## src/rtl/uart_rx_buffered_pkg.sv

```systemverilog
// Shared types and helpers for the buffered UART receiver.
package uart_rx_buffered_pkg;

    // Receive FSM states.
    typedef enum logic [1:0] {
        StIdle,
        StStart,
        StData,
        StStop
    } rx_state_e;

    // Number of system clocks per serial bit.
    function automatic int unsigned calc_clks_per_bit(input int unsigned clk_freq,
                                                      input int unsigned bit_rate);
        return clk_freq / bit_rate;
    endfunction

endpackage

```

## src/rtl/uart_rx_buffered_byte_fifo.sv

```systemverilog
// Byte FIFO with flush, simultaneous push/pop when full, and a drop indication.
module uart_rx_buffered_byte_fifo #(
    parameter int unsigned DEPTH = 16
) (
    input  logic                     clk,
    input  logic                     reset,
    input  logic                     wr_en,
    input  logic [7:0]               din,
    input  logic                     rd_en,
    input  logic                     flush,
    output logic [7:0]               dout,
    output logic                     full,
    output logic                     empty,
    output logic [$clog2(DEPTH):0]   count,
    output logic                     drop
);
    localparam int unsigned AW = $clog2(DEPTH);
    localparam int unsigned CW = AW + 1;
    localparam logic [CW-1:0] CountFull = CW'(DEPTH);

    logic [7:0]    r_mem [DEPTH];
    logic [AW-1:0] r_wr_ptr;
    logic [AW-1:0] r_rd_ptr;
    logic [CW-1:0] r_count;

    logic w_rd;
    logic w_wr;

    // Flush wins over everything; a pop frees the slot a same-cycle push needs when full.
    always_comb begin
        full  = (r_count == CountFull);
        empty = (r_count == '0);
        w_rd  = rd_en && !empty && !flush;
        w_wr  = wr_en && (!full || w_rd) && !flush;
        drop  = wr_en && full && !rd_en && !flush;
        dout  = r_mem[r_rd_ptr];
        count = r_count;
    end

    // Pointer and occupancy bookkeeping.
    always_ff @(posedge clk or posedge reset) begin
        if (reset) begin
            r_wr_ptr <= '0;
            r_rd_ptr <= '0;
            r_count  <= '0;
        end else if (flush) begin
            r_wr_ptr <= '0;
            r_rd_ptr <= '0;
            r_count  <= '0;
        end else begin
            if (w_wr) r_wr_ptr <= r_wr_ptr + AW'(1);
            if (w_rd) r_rd_ptr <= r_rd_ptr + AW'(1);
            case ({w_wr, w_rd})
                2'b10:   r_count <= r_count + CW'(1);
                2'b01:   r_count <= r_count - CW'(1);
                default: r_count <= r_count;
            endcase
        end
    end

    // Storage array; contents are don't-care until written.
    always_ff @(posedge clk) begin
        if (w_wr) r_mem[r_wr_ptr] <= din;
    end

endmodule

```

## src/rtl/uart_rx_buffered.sv

```systemverilog
// 8N1 UART receiver feeding a first-word-fall-through byte FIFO.
module uart_rx_buffered
    import uart_rx_buffered_pkg::*;
#(
    parameter int unsigned CLK_FREQ   = 25000000,
    parameter int unsigned BIT_RATE   = 115200,
    parameter int unsigned FIFO_DEPTH = 16
) (
    input  logic       clk,
    input  logic       reset,
    input  logic       rx,
    input  logic       read,
    input  logic       clean_buffer,
    output logic       data_available,
    output logic [7:0] data_out,
    output logic       full,
    output logic       overrun,
    output logic       framing_error
);
    localparam int unsigned CPB = calc_clks_per_bit(CLK_FREQ, BIT_RATE);
    localparam int unsigned CW  = $clog2(CPB);
    localparam logic [CW-1:0] CntLast = CW'(CPB - 1);
    localparam logic [CW-1:0] CntHalf = CW'(CPB / 2 - 1);
    localparam int unsigned FCW = $clog2(FIFO_DEPTH) + 1;

    logic            r_rx_meta;
    logic            r_rx_sync;
    logic [1:0]      r_sync_vld;
    logic            r_armed;
    rx_state_e       r_state;
    logic [CW-1:0]   r_cnt;
    logic [2:0]      r_bit_idx;
    logic [7:0]      r_shift;
    logic            r_framing_error;
    logic            r_overrun;

    rx_state_e       w_state_next;
    logic [CW-1:0]   w_cnt_next;
    logic [2:0]      w_bit_idx_next;
    logic [7:0]      w_shift_next;
    logic            w_armed_next;
    logic            w_push;
    logic            w_ferr;

    logic [7:0]      w_fifo_dout;
    logic            w_fifo_full;
    logic            w_fifo_empty;
    logic [FCW-1:0]  w_fifo_count;
    logic            w_fifo_drop;

    // Two-flop synchroniser; r_sync_vld marks when r_rx_sync reflects the real line after reset.
    always_ff @(posedge clk or posedge reset) begin
        if (reset) begin
            r_rx_meta  <= 1'b1;
            r_rx_sync  <= 1'b1;
            r_sync_vld <= 2'b00;
        end else begin
            r_rx_meta  <= rx;
            r_rx_sync  <= r_rx_meta;
            r_sync_vld <= {r_sync_vld[0], 1'b1};
        end
    end

    // Receive FSM next state: a start is only accepted after the line was seen idle (armed).
    always_comb begin
        w_state_next   = r_state;
        w_cnt_next     = r_cnt;
        w_bit_idx_next = r_bit_idx;
        w_shift_next   = r_shift;
        w_armed_next   = r_armed;
        w_push         = 1'b0;
        w_ferr         = 1'b0;
        unique case (r_state)
            StIdle: begin
                w_cnt_next = '0;
                if (r_rx_sync && r_sync_vld[1]) begin
                    w_armed_next = 1'b1;
                end else if (!r_rx_sync && r_armed) begin
                    w_state_next = StStart;
                    w_armed_next = 1'b0;
                end
            end
            StStart: begin
                if (r_cnt == CntHalf) begin
                    w_cnt_next = '0;
                    if (r_rx_sync) begin
                        w_state_next = StIdle;
                    end else begin
                        w_state_next   = StData;
                        w_bit_idx_next = 3'd0;
                    end
                end else begin
                    w_cnt_next = r_cnt + CW'(1);
                end
            end
            StData: begin
                if (r_cnt == CntLast) begin
                    w_cnt_next   = '0;
                    w_shift_next = {r_rx_sync, r_shift[7:1]};
                    if (r_bit_idx == 3'd7) begin
                        w_state_next = StStop;
                    end else begin
                        w_bit_idx_next = r_bit_idx + 3'd1;
                    end
                end else begin
                    w_cnt_next = r_cnt + CW'(1);
                end
            end
            StStop: begin
                if (r_cnt == CntLast) begin
                    w_cnt_next   = '0;
                    w_state_next = StIdle;
                    if (r_rx_sync) w_push = 1'b1;
                    else           w_ferr = 1'b1;
                end else begin
                    w_cnt_next = r_cnt + CW'(1);
                end
            end
            default: begin
                w_state_next = StIdle;
            end
        endcase
    end

    // Receive FSM state, baud counter, shift register and registered error pulses.
    always_ff @(posedge clk or posedge reset) begin
        if (reset) begin
            r_state         <= StIdle;
            r_cnt           <= '0;
            r_bit_idx       <= 3'd0;
            r_shift         <= 8'h00;
            r_armed         <= 1'b0;
            r_framing_error <= 1'b0;
            r_overrun       <= 1'b0;
        end else begin
            r_state         <= w_state_next;
            r_cnt           <= w_cnt_next;
            r_bit_idx       <= w_bit_idx_next;
            r_shift         <= w_shift_next;
            r_armed         <= w_armed_next;
            r_framing_error <= w_ferr;
            r_overrun       <= w_fifo_drop;
        end
    end

    uart_rx_buffered_byte_fifo #(
        .DEPTH (FIFO_DEPTH)
    ) u_fifo (
        .clk   (clk),
        .reset (reset),
        .wr_en (w_push),
        .din   (r_shift),
        .rd_en (read),
        .flush (clean_buffer),
        .dout  (w_fifo_dout),
        .full  (w_fifo_full),
        .empty (w_fifo_empty),
        .count (w_fifo_count),
        .drop  (w_fifo_drop)
    );

    // Output mapping; head byte reads as zero whenever nothing is queued.
    always_comb begin
        data_available = (w_fifo_count != '0);
        data_out       = w_fifo_empty ? 8'h00 : w_fifo_dout;
        full           = w_fifo_full;
        overrun        = r_overrun;
        framing_error  = r_framing_error;
    end

endmodule

```

## config.mk

```make
export PLATFORM = sky130hd
export DESIGN_NAME = uart_rx_buffered
export DESIGN_NICKNAME = d
export VERILOG_FILES = /design/src/rtl/uart_rx_buffered_pkg.sv /design/src/rtl/uart_rx_buffered_byte_fifo.sv /design/src/rtl/uart_rx_buffered.sv
export SDC_FILE = /design/constraint.sdc
export NUM_CORES = 1
export LEC_CHECK = 0
export ABC_AREA = 1
export BUFFER_PORTS_ARGS = -buffer_cell sky130_fd_sc_hd__buf_2
export CAP_MARGIN = 20
export CORE_ASPECT_RATIO = 2
export CORE_MARGIN = 4
export CORE_UTILIZATION = 62
export DETAILED_ROUTE_END_ITERATION = 7
export GPL_TIMING_DRIVEN = 1
export PLACE_DENSITY = 0.9
export SYNTH_ARGS = -nofsm -noshare
export SYNTH_HDL_FRONTEND = slang
export SYNTH_HIERARCHICAL = 1
export SYNTH_SLANG_ARGS = --single-unit
```

## constraint.sdc

```tcl
create_clock -name clk -period 3.56 [get_ports clk]
set_clock_uncertainty 0.15 [all_clocks]
set_input_delay 0.534 -clock clk [delete_from_list [all_inputs] [get_ports clk]]
set_output_delay 0.534 -clock clk [all_outputs]
set_load 0.005 [all_outputs]
```

# Word level (Yosys, flattened, before mapping)
# Memory sizes are Yosys's and may differ from the RTL's.
# Index checks and enable logic that the tools add are counted.
# totals
mem_count	1
ram_bits	128
output_inout_bits	12
input_bits	5
regBits	41
# mem_list
memory	words	width	read_ports	rd_ports_with_merged_regs	write_ports	line	rtl
u_fifo.r_mem	16	8	1	0	1	uart_rx_buffered_byte_fifo.sv:21	logic [7:0] r_mem [DEPTH];
# op_classes
muxes	33
eq_ne	17
reduce_logical	28
n_addsub	6
# ops
operator	count
8-bit 2-to-1 mux	3
8-bit case mux with 3 select lines	1
4-bit 2-to-1 mux	4
2-bit inequality test, second input constant	8
2-bit 2-to-1 mux	7
3-bit 2-to-1 mux	4
1-bit 2-to-1 mux	10
5-bit case mux with 2 select lines	1
1-bit logical AND	9
4-bit by 1-bit adder with 4-bit output, second input constant	2
8-bit by 1-bit adder with 8-bit output, second input constant	1
8-bit by 7-bit == test with 1-bit output, second input constant	1
8-bit == test, second input constant	1
2-bit case mux with 4 select lines	1
2-bit nonzero test	4
2-bit == test, second input constant	3
3-bit case mux with 2 select lines	1
6-bit AND reduction	1
5-bit by 1-bit adder with 5-bit output, second input constant	1
5-bit == test, second input constant	1
1-bit zero test	5
5-bit zero test	1
5-bit 2-to-1 mux	1
5-bit AND reduction	1
other kinds (10)	12

# Longest topological paths before layout
# logic_depth
ltp_word	10
mapped_depth	17

# Hierarchy
# Netlist, hierarchy kept.
# by_module_without_submodules
module	area_each_um2	cells_per_inst	seq_area_each_um2	instances
uart_rx_buffered_byte_fifo	6134.6	497	4169.0	1
uart_rx_buffered	1335.0	161	703.2	1

# Worst setup path before layout
# OpenSTA, ideal clock, no wires.
# synth_timing
kind	flip-flop to flip-flop
from	register r_cnt[0]
to	register u_fifo.r_count[4] (netlist: u_fifo/count[4])
n_path_buf	0
stages_incl_launch_ff	18
arrival_ps	2598
required_time_ps	3293
period_less_slack_ps	2864
slack_ps	696
path_cell_list	dfrtp_1 -> inv_1 -> ha_1 -> nand2_1 -> nor2_1 -> nand2_2 -> nor3_1 -> inv_2 -> nand4_4 -> inv_2 -> ha_1 -> a21oi_1 -> nand2_1 -> nand2_1 -> nand2_1 -> xnor2_1 -> nand2_1 -> nand2_1
# synth_between
elab_chain_len	8
word_cells_on_any_way	10
classes_between	eq/ne (3); mux (4); reduce/logical (3)
# synth_lines
element	line	rtl
start: declaration	uart_rx_buffered.sv:31	logic [CW-1:0] r_cnt;
start signal: assignment	uart_rx_buffered.sv:137	r_cnt <= w_cnt_next;
8-bit == test *	uart_rx_buffered.sv:110	if (r_cnt == CntLast) begin
1-bit 2-to-1 mux *	uart_rx_buffered.sv:110	
1-bit 2-to-1 mux *	uart_rx_buffered.sv:73	unique case (r_state)
net w_push	uart_rx_buffered.sv:42	logic w_push;
1-bit logical AND * (2 in a row)	uart_rx_buffered_byte_fifo.sv:34	w_wr = wr_en && (!full || w_rd) && !flush;
2-bit by 1-bit == test with 1-bit output or 2-bit == test (tied branches)	uart_rx_buffered_byte_fifo.sv:53	case ({w_wr, w_rd})
5-bit case mux with 2 select lines	uart_rx_buffered_byte_fifo.sv:53	
5-bit 2-to-1 mux	uart_rx_buffered_byte_fifo.sv:46	end else if (flush) begin
end signal: assignment	uart_rx_buffered_byte_fifo.sv:54	2'b10: r_count <= r_count + CW'(1);
end signal: assignment	uart_rx_buffered_byte_fifo.sv:55	2'b01: r_count <= r_count - CW'(1);
end signal: assignment	uart_rx_buffered_byte_fifo.sv:56	default: r_count <= r_count;
end: declaration	uart_rx_buffered_byte_fifo.sv:24	logic [CW-1:0] r_count;
# The timed path passes the listed nets; every way through them passes the cells marked *.
# A chain may end at the register's enable or synchronous reset.

# Final worst setup path
# layout_timing
from	register u_fifo.r_rd_ptr[0]
to	output data_out[1]
# layout_between
elab_chain_len	2
# layout_lines
element	line	rtl
start: declaration	uart_rx_buffered_byte_fifo.sv:23	logic [AW-1:0] r_rd_ptr;
start signal: assignment	uart_rx_buffered_byte_fifo.sv:52	if (w_rd) r_rd_ptr <= r_rd_ptr + AW'(1);
memory read 16 x 8 bit	--	
net w_fifo_dout[1]	uart_rx_buffered.sv:45	logic [7:0] w_fifo_dout;
8-bit 2-to-1 mux	uart_rx_buffered.sv:165	data_out = w_fifo_empty ? 8'h00 : w_fifo_dout;
end: declaration	uart_rx_buffered.sv:15	output logic [7:0] data_out,
# The timed path passes the listed nets, and every way through them passes these cells.

==> results.md <==
- Status: complete, no violations
- Die Area: 14000 um2
- RD Place Congestion: roughly 0.9
- Max-slew violations: 0
- Setup CP Type: reg -> out
- Final Setup Violations: 0
- Core area: roughly 12000 um2
- Max VDD drop: between 0.5 and 0.6 mV
- Via/cell ratio: 6.37
- Most frequent cells after synthesis: edfxtp_1, nor2_1, o21ai_0
- Congestion Overflow GR: 0
- Placed instance count: approximately 800
- CP required: approximately 2.9 ns
- Reg area: 4870 um2
- NumNets Final: 692
- Port bufs: 16
- Initial Utilization: 63.5%
- Synth Instances: between 600 and 700
- RSZ-0062 raised after global routing: false
- Max frequency: approximately 310 MHz
- GRT Overall Usage: between 20% and 30%
- Met3 Wirelength: 980 um
- #FFs+latches synth: between 150 and 200
- First-pass GRT wire length: about 28000 um
- EDFF count, synth: about 130
- Cts hold-fix bufs: 0
- Post-synth ARST share: between 20% and 30%
- Cell area after placement: 7630 um2
- Post-DR wirelength/cell: 21.0 um
- Die X: around 86 um
- CP Cell Sequence: inv_4, nor2_1, nor2_1, o21ai_0, o211ai_1, nand3_1, nand2_1, inv_1, nor2_1, buf_2
- Multi-input logic area: 2220 um2
- Most common flop cell mapped by yosys: edfxtp_1
- PostCTS Resize Cnt: 0
- Most frequent cell after synthesis: edfxtp_1
- Share of layout cells above drive strength 1: 13.2%
- Iter 0 DRT Violations: just under 800
- Hold path endpoint: r_rx_meta$_DFF_PP1_
- I/O pin total: 17
- Final ANT Viol Nets: 0
- Syn Area/Cell: around 11 um2
- Worst hold path depth: 1
- CP max-delay cell: dfrtp_2
- Most used cell, CP: nor2_1
- Worst hold path type: in -> reg
- Worst path top cell family by delay: buffers and inverters
- Largest net degree at the start of global routing: 60
- Worst skew pair latency: roughly 0.42 ns
- R2R Path End: u_fifo/count[4]$_DFFE_PP0P_
- Sink Count: 169
- Largest cells by area after synthesis: edfxtp_1, dfrtp_1, nor2_1, o21ai_0, nand2_1
- Synthesized Nets: slightly below 700
- M1 wire length: roughly 5700 um
- Critical Path Start Type: register
- Reg2Reg Depth: 18
- Total power divided by cell area: 499 nW/um2
- Final cell count without fillers: approximately 830
- Part of the Yosys area used for sequential elements: 65.2%
- Part of the cycle the worst path needs: roughly 90%
- Area share of the largest cell type after synthesis: 51.5%
- Die height: 163 um
- Final WL: 17500 um
- Clk pin slew, worst setup/hold paths: ~0.06 ns
- Number of global-route vias before repair: about 5400
- Buffers and inverters on the worst path: 3
- R2r startpoint: r_cnt[0]$_DFF_PP0_
- Root Buffer Master: clkbuf_16
- Router iterations before antenna repair: 6
- R2R Setup Slk: about 0.78 ns
- Final hold vios: 0
- Detailed-route DRC error count: 0
- Detailed Place HPWL: ~11000 um
- Final Instance Area: a little over 8000 um2
- Leakage: between 3 and 4 nW
- Initial antenna violation count: 0
- Vias: 5303
- DR top layer: met4
- Worst-path maximum fanout: 59
- Routed met2 length: roughly 9600 um
- Final TNS setup: 0 ns
- Arr. time, crit path: ~2.5 ns
- Leading area contributor after synthesis: edfxtp_1
- Max cap viols: 0
- Worst-margin pin slew: slightly below 0.9 ns
- Clk buf depth: 2
- Max-slew headroom: 42.0%
- Largest stage delay on the critical path: approximately 0.61 ns
- Total CTS buffers: 17
- Distinct cell type count after synthesis: 45
- Postcts setup bufs: 0
- H-tree levels: 4
- Antenna cell count: 0
- Worst setup path startpoint: u_fifo/r_rd_ptr[0]$_DFFE_PP0P_
- Hold path start: rx
- Post-layout util: between 60% and 70%
- Kind of end point of the critical path: output pin
- CTS tree: built
- Netlist area before placement: between 7000 and 8000 um2
- Row count: 56
- Fill count: a little under 800
- Area grow syn2layout: 9.92%
- Min cycle time layout: 3.22 ns
- Yosys warns: 6
state kept, by name (all words and copies together), names as in the netlist, 2 cells and up, named ones only:
register and cells:
r_bit_idx 3, r_cnt 8, r_shift 8, r_sync_vld 2, u_fifo/count 5, u_fifo/r_mem 128
u_fifo/r_rd_ptr 4, u_fifo/r_wr_ptr 4
cell families after synthesis:
logic type | after synthesis | synth area share, %
AOI/OAI and AO/OA | 137 | 11.0
xor gates and xnor gates | 6 | 0.704
adders and majority gates | 13 | 2.28
buffers and inverters | 82 | 4.99
DFF | 169 | 65.2
other | 1 | 0.0502
and+or+nand+nor | 250 | 15.7
per-layer routing:
metal,GRT usage [%],vias up
met3,4.69,89
met2,47.8,304
met5,0,-
li1,-,2340
met1,27.3,2570
met4,18.7,0
report_power, final:
part / switching (mW) / internal (mW) / total, mW
logic: 0.154 / 0.0765 / 0.230
clock network: 0.776 / 0.903 / 1.68
registers: 0.0506 / 2.14 / 2.19
cell type report:
type / instances / share of cell area (%)
Clock buffer: 17 / 5.18
Multi-Input combinational cell: 407 / 27.1
Tap cell: 145 / 2.21
Inverter: 53 / 2.54
Sequential cell: 169 / 59.4
Timing Repair Buffer: 26 / 2.16
Clock inverter: 15 / 1.45
cells in the final DEF (no fill, tap or decap), drive strengths merged, types with 12 or more instances in the layout:
master  Yosys  routed
a21oi      14      14
o221ai     13      13
nand3      37      37
inv        52      57
ha         12      12
buf        20      25
nor2      118     118
edfxtp    128     128
dfrtp      39      39
clkbuf      9      17
nand2      77      77
o21ai      85      85
o211ai     19      19
per-stage QoR:
stage	power, mW	setup slack [ns]	hold WS, ns
after detailed placement	2.45	0.617	0.202
after CTS	4.11	0.344	0.0231
final	4.10	0.343	0.0588
after global routing	4.24	0.117	0.0444
after global placement	2.44	0.735	0.196
after floorplan	2.40	0.696	0.181
how the worst max path moves through the flow:
| stage | slack [ns] | to | depth (start not counted) |
|---|---|---|---|
| 3_5_place_dp | 0.62 | u_fifo/r_mem[5][2]$_DFFE_PP_ | 8 |
| 5_1_grt | 0.12 | data_out[7] | 10 |
| 2_1_floorplan | 0.70 | u_fifo/count[4]$_DFFE_PP0P_ | 17 |
| 4_1_cts | 0.34 | data_out[5] | 8 |
| 6_report | 0.34 | data_out[1] | 10 |
| 3_3_place_gp | 0.74 | u_fifo/r_mem[5][0]$_DFFE_PP_ | 8 |
(Power assumes the default switching activity.)
